<file path="config.mk">
export PLATFORM = sky130hd
export DESIGN_NAME = demux_lanes_flat
export DESIGN_NICKNAME = d
export VERILOG_FILES = /design/src/rtl/demux_lanes_pkg.sv /design/src/rtl/demux_lanes_if.sv /design/src/rtl/demux_lane_fifo.sv /design/src/rtl/demux_lanes.sv /design/src/flat_wrapper.sv
export SDC_FILE = /design/constraint.sdc
export NUM_CORES = 1
export LEC_CHECK = 0
export ABC_CLOCK_PERIOD_IN_PS = 1820
export CORE_MARGIN = 8
export CORE_UTILIZATION = 44
export CTS_CLUSTER_SIZE = 8
export DETAILED_ROUTE_END_ITERATION = 16
export PLACE_DENSITY = 0.68
export REMOVE_ABC_BUFFERS = 1
export SKIP_CTS_REPAIR_TIMING = 1
export SLEW_MARGIN = 20
export SYNTH_ARGS = -nofsm -noshare
export SYNTH_HDL_FRONTEND = slang
export SYNTH_HIERARCHICAL = 1
export SYNTH_SLANG_ARGS = --single-unit
</file>
<file path="constraint.sdc">
create_clock -name clk -period 1.82 [get_ports clk]
set_clock_uncertainty 0.15 [all_clocks]
set_input_delay 0.455 -clock clk [delete_from_list [all_inputs] [get_ports clk]]
set_output_delay 0.455 -clock clk [all_outputs]
set_load 0.02 [all_outputs]
</file>
<file path="src/rtl/demux_lanes_pkg.sv">
`default_nettype none
// ============================================================================
// Module   : demux_lanes_pkg
// Brief    : Shared widths, lane IDs and lane-extraction helper for the
//            lane mux/demux pair.
// Revision : 1.0 - initial release
// ============================================================================
package demux_lanes_pkg;

    localparam int DATA_W  = 12;
    localparam int LANE_W  = 2;
    localparam int N_LANES = 4;

    typedef logic [LANE_W-1:0] lane_id_t;

    localparam lane_id_t LANE0 = 2'd0;
    localparam lane_id_t LANE1 = 2'd1;
    localparam lane_id_t LANE2 = 2'd2;
    localparam lane_id_t LANE3 = 2'd3;

    // The lane ID rides in the top bits of every word.
    function automatic lane_id_t lane_of(input logic [DATA_W-1:0] word);
        return word[DATA_W-1 -: LANE_W];
    endfunction

endpackage
`default_nettype wire

</file>
<file path="src/rtl/demux_lanes_if.sv">
`default_nettype none
// ============================================================================
// Module   : demux_lanes_if
// Brief    : Merged-stream input, per-lane consumer handshakes and drop count.
// Revision : 1.0 - initial release
// ============================================================================
interface demux_lanes_if #(
    parameter int DATA_W = 12,
    parameter int CNT_W  = 8
);
    logic [DATA_W-1:0] data_in;
    logic              ready_in;
    logic [DATA_W-1:0] data_out0;
    logic [DATA_W-1:0] data_out1;
    logic [DATA_W-1:0] data_out2;
    logic [DATA_W-1:0] data_out3;
    logic              valid_out0;
    logic              valid_out1;
    logic              valid_out2;
    logic              valid_out3;
    logic              pop0;
    logic              pop1;
    logic              pop2;
    logic              pop3;
    logic [CNT_W-1:0]  drop_count;

    modport master (
        output data_in, pop0, pop1, pop2, pop3,
        input  ready_in, data_out0, data_out1, data_out2, data_out3,
        input  valid_out0, valid_out1, valid_out2, valid_out3, drop_count
    );

    modport slave (
        input  data_in, pop0, pop1, pop2, pop3,
        output ready_in, data_out0, data_out1, data_out2, data_out3,
        output valid_out0, valid_out1, valid_out2, valid_out3, drop_count
    );
endinterface
`default_nettype wire

</file>
<file path="src/rtl/demux_lane_fifo.sv">
`default_nettype none
// ============================================================================
// Module   : demux_lane_fifo
// Brief    : Per-lane FIFO with pop-through on full; fullness from a count.
// Revision : 1.0 - initial release
// ============================================================================
module demux_lane_fifo #(
    parameter int DATA_W = 12,
    parameter int DEPTH  = 2
) (
    input  wire logic              clk,
    input  wire logic              reset_L,
    input  wire logic              push,
    input  wire logic [DATA_W-1:0] wdata,
    input  wire logic              pop,
    output logic      [DATA_W-1:0] rdata,
    output logic                   valid,
    output logic                   full
);
    localparam int            AW     = $clog2(DEPTH);
    localparam logic [AW:0]   c_full = (AW+1)'(DEPTH);

    logic [DATA_W-1:0] r_mem [DEPTH];
    logic [AW-1:0]     r_wptr;
    logic [AW-1:0]     r_rptr;
    logic [AW:0]       r_count;

    logic w_do_pop;
    logic w_do_push;

    assign valid     = (r_count != '0);
    assign full      = (r_count == c_full);
    assign w_do_pop  = pop && valid;
    // A full lane still accepts a word when its head leaves in the same cycle.
    assign w_do_push = push && (!full || w_do_pop);
    assign rdata     = valid ? r_mem[r_rptr] : '0;

    always_ff @(posedge clk) begin
        if (w_do_push) begin
            r_mem[r_wptr] <= wdata;
        end
    end

    always_ff @(posedge clk or negedge reset_L) begin
        if (!reset_L) begin
            r_wptr  <= '0;
            r_rptr  <= '0;
            r_count <= '0;
        end else begin
            if (w_do_push) begin
                r_wptr <= r_wptr + 1'b1;
            end
            if (w_do_pop) begin
                r_rptr <= r_rptr + 1'b1;
            end
            case ({w_do_push, w_do_pop})
                2'b10:   r_count <= r_count + 1'b1;
                2'b01:   r_count <= r_count - 1'b1;
                default: r_count <= r_count;
            endcase
        end
    end
endmodule
`default_nettype wire

</file>
<file path="src/rtl/demux_lanes.sv">
`default_nettype none
// ============================================================================
// Module   : demux_lanes
// Brief    : Steers the merged word stream into four lane FIFOs, drives
//            backpressure and counts discarded words.
// Revision : 1.0 - initial release
// ============================================================================
module demux_lanes #(
    parameter int DATA_W = 12,
    parameter int DEPTH  = 2,
    parameter int CNT_W  = 8
) (
    input  wire logic   clk,
    input  wire logic   reset_L,
    demux_lanes_if.slave bus
);
    import demux_lanes_pkg::*;

    localparam logic [CNT_W-1:0] c_cnt_max = '1;

    lane_id_t          w_lane;
    logic              w_word_valid;
    logic [3:0]        w_push;
    logic [3:0]        w_pop;
    logic [3:0]        w_full;
    logic [3:0]        w_valid;
    logic [DATA_W-1:0] w_rdata [4];
    logic              w_drop;
    logic [CNT_W-1:0]  r_drop_count;

    assign w_lane       = lane_of(bus.data_in);
    assign w_word_valid = (bus.data_in != '0);
    assign w_pop        = {bus.pop3, bus.pop2, bus.pop1, bus.pop0};

    generate
        for (genvar i = 0; i < N_LANES; i++) begin : g_lane
            assign w_push[i] = w_word_valid && (w_lane == lane_id_t'(i));

            demux_lane_fifo #(
                .DATA_W (DATA_W),
                .DEPTH  (DEPTH)
            ) u_fifo (
                .clk     (clk),
                .reset_L (reset_L),
                .push    (w_push[i]),
                .wdata   (bus.data_in),
                .pop     (w_pop[i]),
                .rdata   (w_rdata[i]),
                .valid   (w_valid[i]),
                .full    (w_full[i])
            );
        end
    endgenerate

    assign bus.data_out0  = w_rdata[0];
    assign bus.data_out1  = w_rdata[1];
    assign bus.data_out2  = w_rdata[2];
    assign bus.data_out3  = w_rdata[3];
    assign bus.valid_out0 = w_valid[0];
    assign bus.valid_out1 = w_valid[1];
    assign bus.valid_out2 = w_valid[2];
    assign bus.valid_out3 = w_valid[3];

    // Full flags come straight from FIFO count registers.
    assign bus.ready_in   = ~|w_full;
    assign bus.drop_count = r_drop_count;

    assign w_drop = w_word_valid && w_full[w_lane] && !w_pop[w_lane];

    always_ff @(posedge clk or negedge reset_L) begin
        if (!reset_L) begin
            r_drop_count <= '0;
        end else if (w_drop && (r_drop_count != c_cnt_max)) begin
            r_drop_count <= r_drop_count + 1'b1;
        end
    end
endmodule
`default_nettype wire

</file>
<file path="src/flat_wrapper.sv">
// flat-port wrapper written by rule: the top's interface ports become plain ports
module demux_lanes_flat import demux_lanes_pkg::*;
#(
    parameter int DATA_W = 12,
    parameter int DEPTH  = 2,
    parameter int CNT_W  = 8
)
  (clk, reset_L, bus_data_in, bus_pop0, bus_pop1, bus_pop2, bus_pop3, bus_ready_in, bus_data_out0, bus_data_out1, bus_data_out2, bus_data_out3, bus_valid_out0, bus_valid_out1, bus_valid_out2, bus_valid_out3, bus_drop_count);
  demux_lanes_if #(.DATA_W(DATA_W), .CNT_W(CNT_W)) bus_i ();
  input  wire logic clk;
  input  wire logic reset_L;
  input wire logic [$bits(bus_i.data_in)-1:0] bus_data_in;
  input wire logic [$bits(bus_i.pop0)-1:0] bus_pop0;
  input wire logic [$bits(bus_i.pop1)-1:0] bus_pop1;
  input wire logic [$bits(bus_i.pop2)-1:0] bus_pop2;
  input wire logic [$bits(bus_i.pop3)-1:0] bus_pop3;
  output wire logic [$bits(bus_i.ready_in)-1:0] bus_ready_in;
  output wire logic [$bits(bus_i.data_out0)-1:0] bus_data_out0;
  output wire logic [$bits(bus_i.data_out1)-1:0] bus_data_out1;
  output wire logic [$bits(bus_i.data_out2)-1:0] bus_data_out2;
  output wire logic [$bits(bus_i.data_out3)-1:0] bus_data_out3;
  output wire logic [$bits(bus_i.valid_out0)-1:0] bus_valid_out0;
  output wire logic [$bits(bus_i.valid_out1)-1:0] bus_valid_out1;
  output wire logic [$bits(bus_i.valid_out2)-1:0] bus_valid_out2;
  output wire logic [$bits(bus_i.valid_out3)-1:0] bus_valid_out3;
  output wire logic [$bits(bus_i.drop_count)-1:0] bus_drop_count;
  assign bus_i.data_in = bus_data_in;
  assign bus_i.pop0 = bus_pop0;
  assign bus_i.pop1 = bus_pop1;
  assign bus_i.pop2 = bus_pop2;
  assign bus_i.pop3 = bus_pop3;
  assign bus_ready_in = bus_i.ready_in;
  assign bus_data_out0 = bus_i.data_out0;
  assign bus_data_out1 = bus_i.data_out1;
  assign bus_data_out2 = bus_i.data_out2;
  assign bus_data_out3 = bus_i.data_out3;
  assign bus_valid_out0 = bus_i.valid_out0;
  assign bus_valid_out1 = bus_i.valid_out1;
  assign bus_valid_out2 = bus_i.valid_out2;
  assign bus_valid_out3 = bus_i.valid_out3;
  assign bus_drop_count = bus_i.drop_count;
  demux_lanes #(.DATA_W(DATA_W), .DEPTH(DEPTH), .CNT_W(CNT_W)) u_core (.clk(clk), .reset_L(reset_L), .bus(bus_i));
endmodule
</file>
==> results of run 1 <==
-- per-stage QoR --
| stage | worst slack (ns) | hold WS (ns) | instance area [µm²] | TNS, ns |
|---|---|---|---|---|
| after floorplan | -0.4531 | 0.009409 | 4962 | -8.853 |
| after global placement | -1.149 | 0.3234 | 6570 | -97.43 |
| after detailed placement | -1.172 | 0.3339 | 6570 | -101.69 |
| after CTS | -0.8176 | 0.2635 | 7161 | -77.89 |
| after global routing | -0.3585 | 0.1953 | 7825 | -14.99 |
| final | -0.3214 | 0.2195 | 7825 | -11.56 |
-- how the worst max path moves through the flow --
stage | from | to | slack (ns) | depth (start not counted)
floorplan | bus_data_in[10] | u_core/bus.drop_count[6]$_DFFE_PN0P_ | -0.45 | 4
global placement | bus_data_in[10] | u_core/g_lane[0].u_fifo/r_mem[0][11]$_DFFE_PP_ | -1.15 | 6
detailed placement | bus_data_in[5] | u_core/g_lane[0].u_fifo/r_mem[0][1]$_DFFE_PP_ | -1.17 | 6
CTS | u_core/g_lane[0].u_fifo/r_count[0]$_DFFE_PN0P_ | bus_ready_in | -0.82 | 4
global route | u_core/g_lane[0].u_fifo/r_count[0]$_DFFE_PN0P_ | bus_ready_in | -0.36 | 4
finish | u_core/g_lane[0].u_fifo/r_rptr$_DFFE_PN0P_ | bus_data_out0[5] | -0.32 | 4
-- power by group --
part           internal, mW  switching [mW]  leakage (nW)  total (mW)
Sequential             3.49           0.396          1.17        3.88
Combinational          3.14            3.04          1.82        6.19
Clock                  2.05            1.23         0.264        3.28
Total                  8.68            4.67          3.25        13.4
-- sequential cells by signal, indices dropped and copies added (netlist names) --
signal and count:
u_core/g_lane.u_fifo/r_rptr 4, u_core/bus.drop_count 8, u_core/g_lane.u_fifo/r_mem 96, u_core/g_lane.u_fifo/r_wptr 4, u_core/g_lane.u_fifo/r_count 8
-- cell usage after synthesis --
library cell / count
or3b_1: 2
nand2_2: 2
and4_2: 2
buf_4: 8
buf_2: 4
nand3_1: 4
nand2_1: 4
mux4_2: 1
nor3b_1: 1
nand4_1: 1
o21ai_4: 2
a31o_4: 1
a22oi_1: 2
mux2i_1: 48
nor2b_1: 1
nor4_1: 5
nor2_1: 63
nand2b_4: 2
or4_1: 1
or2_2: 2
nor3_1: 5
nor2b_2: 2
mux2_1: 1
clkinv_1: 1
dfrtp_1: 24
o21ai_0: 5
nand2b_1: 2
and3_2: 2
and2b_1: 1
and3_1: 1
ha_1: 3
edfxtp_1: 96
a311oi_1: 1
xor2_1: 10
mux4_1: 1
xnor2_1: 10
mux2_2: 3
inv_1: 13
and2_1: 1
a21oi_1: 6
-- cell families after synthesis --
family | count (synthesis) | share of synthesized area
flip-flops | 120 | 0.6908
adder cells (fa/ha/maj) | 3 | 0.007445
AND/OR/NAND/NOR | 104 | 0.1012
AO/OA/AOI/OAI | 17 | 0.02556
multiplexers | 54 | 0.1139
buffers and inverters | 26 | 0.02630
XOR/XNOR | 20 | 0.03474
-- layout make-up --
class,instances,area (µm²)
fill,774,3496
multi-input combinational,198,1911
clock inverter,14,151.4
sequential,120,3492
inverter,14,52.55
clock buffer,18,439.2
timing repair buffer,168,1600
tap,143,178.9
-- per-layer routing --
layer / part of all wire / wire, µm / vias up
met2: 0.49 / 6753 / 124
li1: - / - / 1595
met4: 0.016 / 218 / 0
met5: 0 / 0 / -
met1: 0.41 / 5552 / 1704
met3: 0.082 / 1121 / 19
==> results.json, run 1 <==
{
  "vias": 3442,
  "grt_use_total": 0.1636,
  "stdcell_count": 675,
  "crit_chain": "clkbuf_16, mux2i_1, nor2_1, buf_4",
  "hp-start": "bus_data_in[5]",
  "die_w_um": 123.1,
  "ys_ff_latch": 120,
  "cts_buffers": 17,
  "grt_max_degree": 25,
  "p_leak_nw": 3.254,
  "cp_slowest_cell": "dfrtp_2",
  "hpwl_um": 8299,
  "synthesis.instances": 344,
  "fin_nets": 540,
  "drive_above_1_share": 0.5602,
  "final_antenna_net_count": 0,
  "critPathArrivalTime_ns": 1.54,
  "hold_class": "input port to register",
  "worst_pin_slew_ns": 0.3884,
  "ff2ff_setup_slack_ns": -0.22,
  "drc": 0,
  "cts.clk_slew.worst_paths_ns": 0.05,
  "antenna_found_initial": 0,
  "worstSetupPathType": "register to output pin",
  "placed_cells": 631,
  "worstSkewPairLatency_ns": 0.41,
  "vias_per_cell": 5.099,
  "timing.rr.end": "u_core/bus.drop_count[6]$_DFFE_PN0P_",
  "r2r_cells": 6,
  "hold_end": "u_core/g_lane[2].u_fifo/r_mem[1][5]$_DFFE_PP_",
  "worst_setup_path_end_kind": "output pin",
  "synth_top_area_cell": "edfxtp_1",
  "use_met3": 0.05388,
  "syn_to_final_growth_pct": 55.19,
  "io_pins": 79,
  "cts.sinks": 120,
  "met1_usage": 0.2025,
  "cp-start-kind": "register",
  "wirelength_um": 13650,
  "ys_seq_area_frac": 0.6908,
  "yosys_warnings": 6,
  "min_path_cells": 1,
  "max_clock_freq_mhz": 467.0,
  "finalCritPeriodShare": 1.177,
  "rows": 39,
  "synthTopCellsByArea": "edfxtp_1, dfrtp_1, mux2i_1",
  "setup_viol": 56,
  "crit_required_ns": 1.21,
  "top_usage_layer": "met2",
  "crit_path_max_fanout": 5,
  "start_util": 0.4454,
  "synth_top_area_frac": 0.5717,
  "syn_area_um2": 5042,
  "fp.coreArea_um2": 11320,
  "layout_commonest_cell": "edfxtp_1",
  "failed_checks": "negative setup slack",
  "path_delay_family": "flip-flops",
  "die_area_um2": 15140,
  "max-cap-violations": 0,
  "drtIter0Drc": 299,
  "diodes": 0,
  "cts-root-buf": "clkbuf_16",
  "cp_num_buf_inv": 2,
  "clockBufferDepth": 2,
  "drv_slew": 0,
  "finalHoldViolations": 0,
  "h-tree-depth": 4,
  "synth_cell_types": 40,
  "firstDrtPassIters": 4,
  "reg2reg_from": "u_core/g_lane[0].u_fifo/r_count[0]$_DFFE_PN0P_",
  "status": "finished with violations",
  "power_mw": 13.35,
  "grt_setup_unrepaired": "yes",
  "final_core_util": 0.6912,
  "cts_tree": "built",
  "grt_pass1_wl_um": 18090,
  "setup_ws_ns": -0.3214,
  "synth_area_per_cell_um2": 14.66,
  "grt_overflow_total": 0,
  "gp_congestion": 0.8874,
  "slew_headroom": 0.7405,
  "die_y_um": 123.1,
  "most-common-layout-cells": "edfxtp_1, buf_4, buf_6, nor2_2",
  "wire_per_inst_um": 20.22,
  "use_met2": 0.2616,
  "ir_worst_vdd_v": 0.0008894,
  "min_period_ns": 2.141,
  "max_stage_delay_ns": 0.45,
  "power_density_nw_per_um2": 1707,
  "grt_pass1_vias": 3461,
  "portBuffers": 78
}
Note: power is estimated with default switching activity, not from simulation.
==> run 2, diff against run 1 <==
Settings changed: REMOVE_ABC_BUFFERS 1 to unset.
==> run 2 against run 1 <==
  * The flow still finishes with violations (negative setup slack)
  * Worst hold slack improved by 0.047 ns
  * Flip-flop and latch count did not move
  * Wire length fell by 8.1%
  * Setup slack improved by 0.011 ns
  * Clock power fell by 2%
  * Register-to-register slack barely moved
  * Total power rose by 0.62%
  * Sequential share of layout area fell by 0.68 points
  * Critical path type unchanged
  * Highest routed layer unchanged
==> results.json, run 2 (synthesis results as in run 1) <==
{
  "status": "finished with violations",
  "failed_checks": "negative setup slack",
  "setup_ws_ns": -0.3102,
  "tns_ns": -12.58,
  "reg2reg_from": "u_core/g_lane[3].u_fifo/r_count[1]$_DFFE_PN0P_",
  "crit_required_ns": 1.21,
  "dp_slack_ns": -1.030,
  "grt_overflow_total": 0,
  "rows": 39,
  "min_period_ns": 2.130,
  "worst_pin_slew_ns": 0.3329,
  "grt_use_total": 0.1447,
  "wire_per_inst_um": 18.69,
  "final_antenna_net_count": 0,
  "firstDrtPassIters": 4,
  "hold_class": "input port to async pin",
  "die_w_um": 123.1,
  "wirelength_um": 12540,
  "start_util": 0.4454,
  "stdcell_count": 671,
  "max-cap-violations": 0,
  "crit_path_max_fanout": 6,
  "vias_per_cell": 5.091,
  "slew_headroom": 0.7762,
  "timing.rr.end": "u_core/bus.drop_count[6]$_DFFE_PN0P_",
  "finalCritPeriodShare": 1.170,
  "drtIter0Drc": 201,
  "cts_tree": "built",
  "drc": 0,
  "die_y_um": 123.1,
  "worstSetupPathType": "register to output pin",
  "p_leak_nw": 3.344,
  "cts.clk_slew.worst_paths_ns": 0.05,
  "critPathArrivalTime_ns": 1.53,
  "top_layer": "met4",
  "layout_commonest_cell": "edfxtp_1",
  "cts.sinks": 120,
  "wl_met1_um": 4985,
  "cts-root-buf": "clkbuf_16",
  "drv_slew": 0,
  "hpwl_um": 7653,
  "ff2ff_setup_slack_ns": -0.21,
  "cts_buffers": 17,
  "worst_setup_path_end_kind": "output pin",
  "r2r_cells": 6,
  "syn_to_final_growth_pct": 57.54,
  "h-tree-depth": 4,
  "synth_fp_nets": 365,
  "antenna_found_initial": 0,
  "diodes": 0,
  "cp-start-kind": "register",
  "grt_pass1_wl_um": 16370,
  "drive_above_1_share": 0.5417,
  "portBuffers": 78,
  "placed_cells": 623,
  "met2_length_um": 6500,
  "gp_congestion": 0.8085,
  "io_pins": 79,
  "vias": 3416,
  "hold_slack_ns": 0.2662,
  "power_density_nw_per_um2": 1691,
  "clockBufferDepth": 2,
  "grt_max_degree": 25,
  "grt_pass1_vias": 3288,
  "max_clock_freq_mhz": 469.4,
  "fin_nets": 536,
  "grt_setup_unrepaired": "yes",
  "setup_viol": 56,
  "die_area_um2": 15140,
  "ir_worst_vdd_v": 0.0009463,
  "regMostFlops": "u_core/g_lane.u_fifo/r_mem",
  "wl_met3_um": 834,
  "power_mw": 13.44,
  "finalHoldViolations": 0,
  "largest_reg_flops": 96,
  "worstSkewPairLatency_ns": 0.41,
  "most-common-layout-cells": "edfxtp_1, buf_4, buf_6, mux2i_1, nor2_1",
  "fp.coreArea_um2": 11320
}
[run 2: cell count changes in the layout (fill, tap and decap cells not counted), moves of 3 or more]
| cell | before | now |
|---|---|---|
| buf_12 | 7 | 12 |
| buf_2 | 10 | 7 |
| buf_4 | 75 | 69 |
| clkbuf_2 | 11 | 4 |
| clkinv_2 | 0 | 3 |
| clkinvlp_4 | 7 | 4 |
| dlymetal6s2s_1 | 13 | 22 |
| inv_4 | 0 | 3 |
| nor2_2 | 26 | 20 |
| nor2_4 | 12 | 20 |
[run 2: how the worst max path moves through the flow]
stage,cells past startpoint,endpoint,slack (ns),from
finish,5,bus_data_out1[6],-0.31,u_core/g_lane[1].u_fifo/r_count[0]$_DFFE_PN0P_
global route,5,bus_data_out1[6],-0.37,u_core/g_lane[1].u_fifo/r_count[0]$_DFFE_PN0P_
CTS,4,bus_ready_in,-0.79,u_core/g_lane[0].u_fifo/r_count[1]$_DFFE_PN0P_
detailed placement,5,u_core/bus.drop_count[6]$_DFFE_PN0P_,-1.03,bus_data_in[10]
global placement,5,u_core/bus.drop_count[6]$_DFFE_PN0P_,-1.03,bus_data_in[10]
floorplan,4,u_core/bus.drop_count[6]$_DFFE_PN0P_,-0.43,bus_data_in[10]
[run 2: report_power, final]
part           leakage [nW]  total [mW]  internal, mW  switching, mW
Clock                 0.273        3.23          2.02           1.21
Combinational          1.90        6.33          3.20           3.12
Sequential             1.17        3.88          3.48          0.394
Total                  3.34        13.4          8.71           4.73
[run 2: worst max-delay path, stage by stage (launching register included)]
cell	delay, ns
dfrtp_1	0.39
buf_6	0.13
nor2_4	0.20
buf_6	0.18
nor2_1	0.06
buf_4	0.16
[run 2: layout make-up]
type | instances | area (µm²)
clock buffers | 18 | 429.2
clock inverters | 14 | 148.9
fillers | 721 | 3377
inverters | 14 | 60.06
multi-input cells | 198 | 1944
flip-flops and latches | 120 | 3491
well taps | 143 | 178.9
repair buffers | 164 | 1692
[run 2: layer usage]
| metal | vias up | global-route usage |
|---|---|---|
| met2 | 116 | 0.2467 |
| met1 | 1687 | 0.1636 |
| met5 | - | 0 |
| met3 | 19 | 0.05388 |
| li1 | 1594 | - |
| met4 | 0 | 0.05267 |
[run 2: through the flow]
step | instance area, µm² | utilization
floorplan | 5094 | -
CTS | 7189 | 0.6351
global placement | 6611 | 0.5840
global route | 7944 | 0.7017
finish | 7944 | 0.7017
detailed placement | 6611 | 0.5840
==> run 3, diff against run 2 <==
Settings changed: CTS_CLUSTER_DIAMETER set to 200.
==> results of run 3 <==
The final DEF is identical to that of run 2; final timing and power are the same.
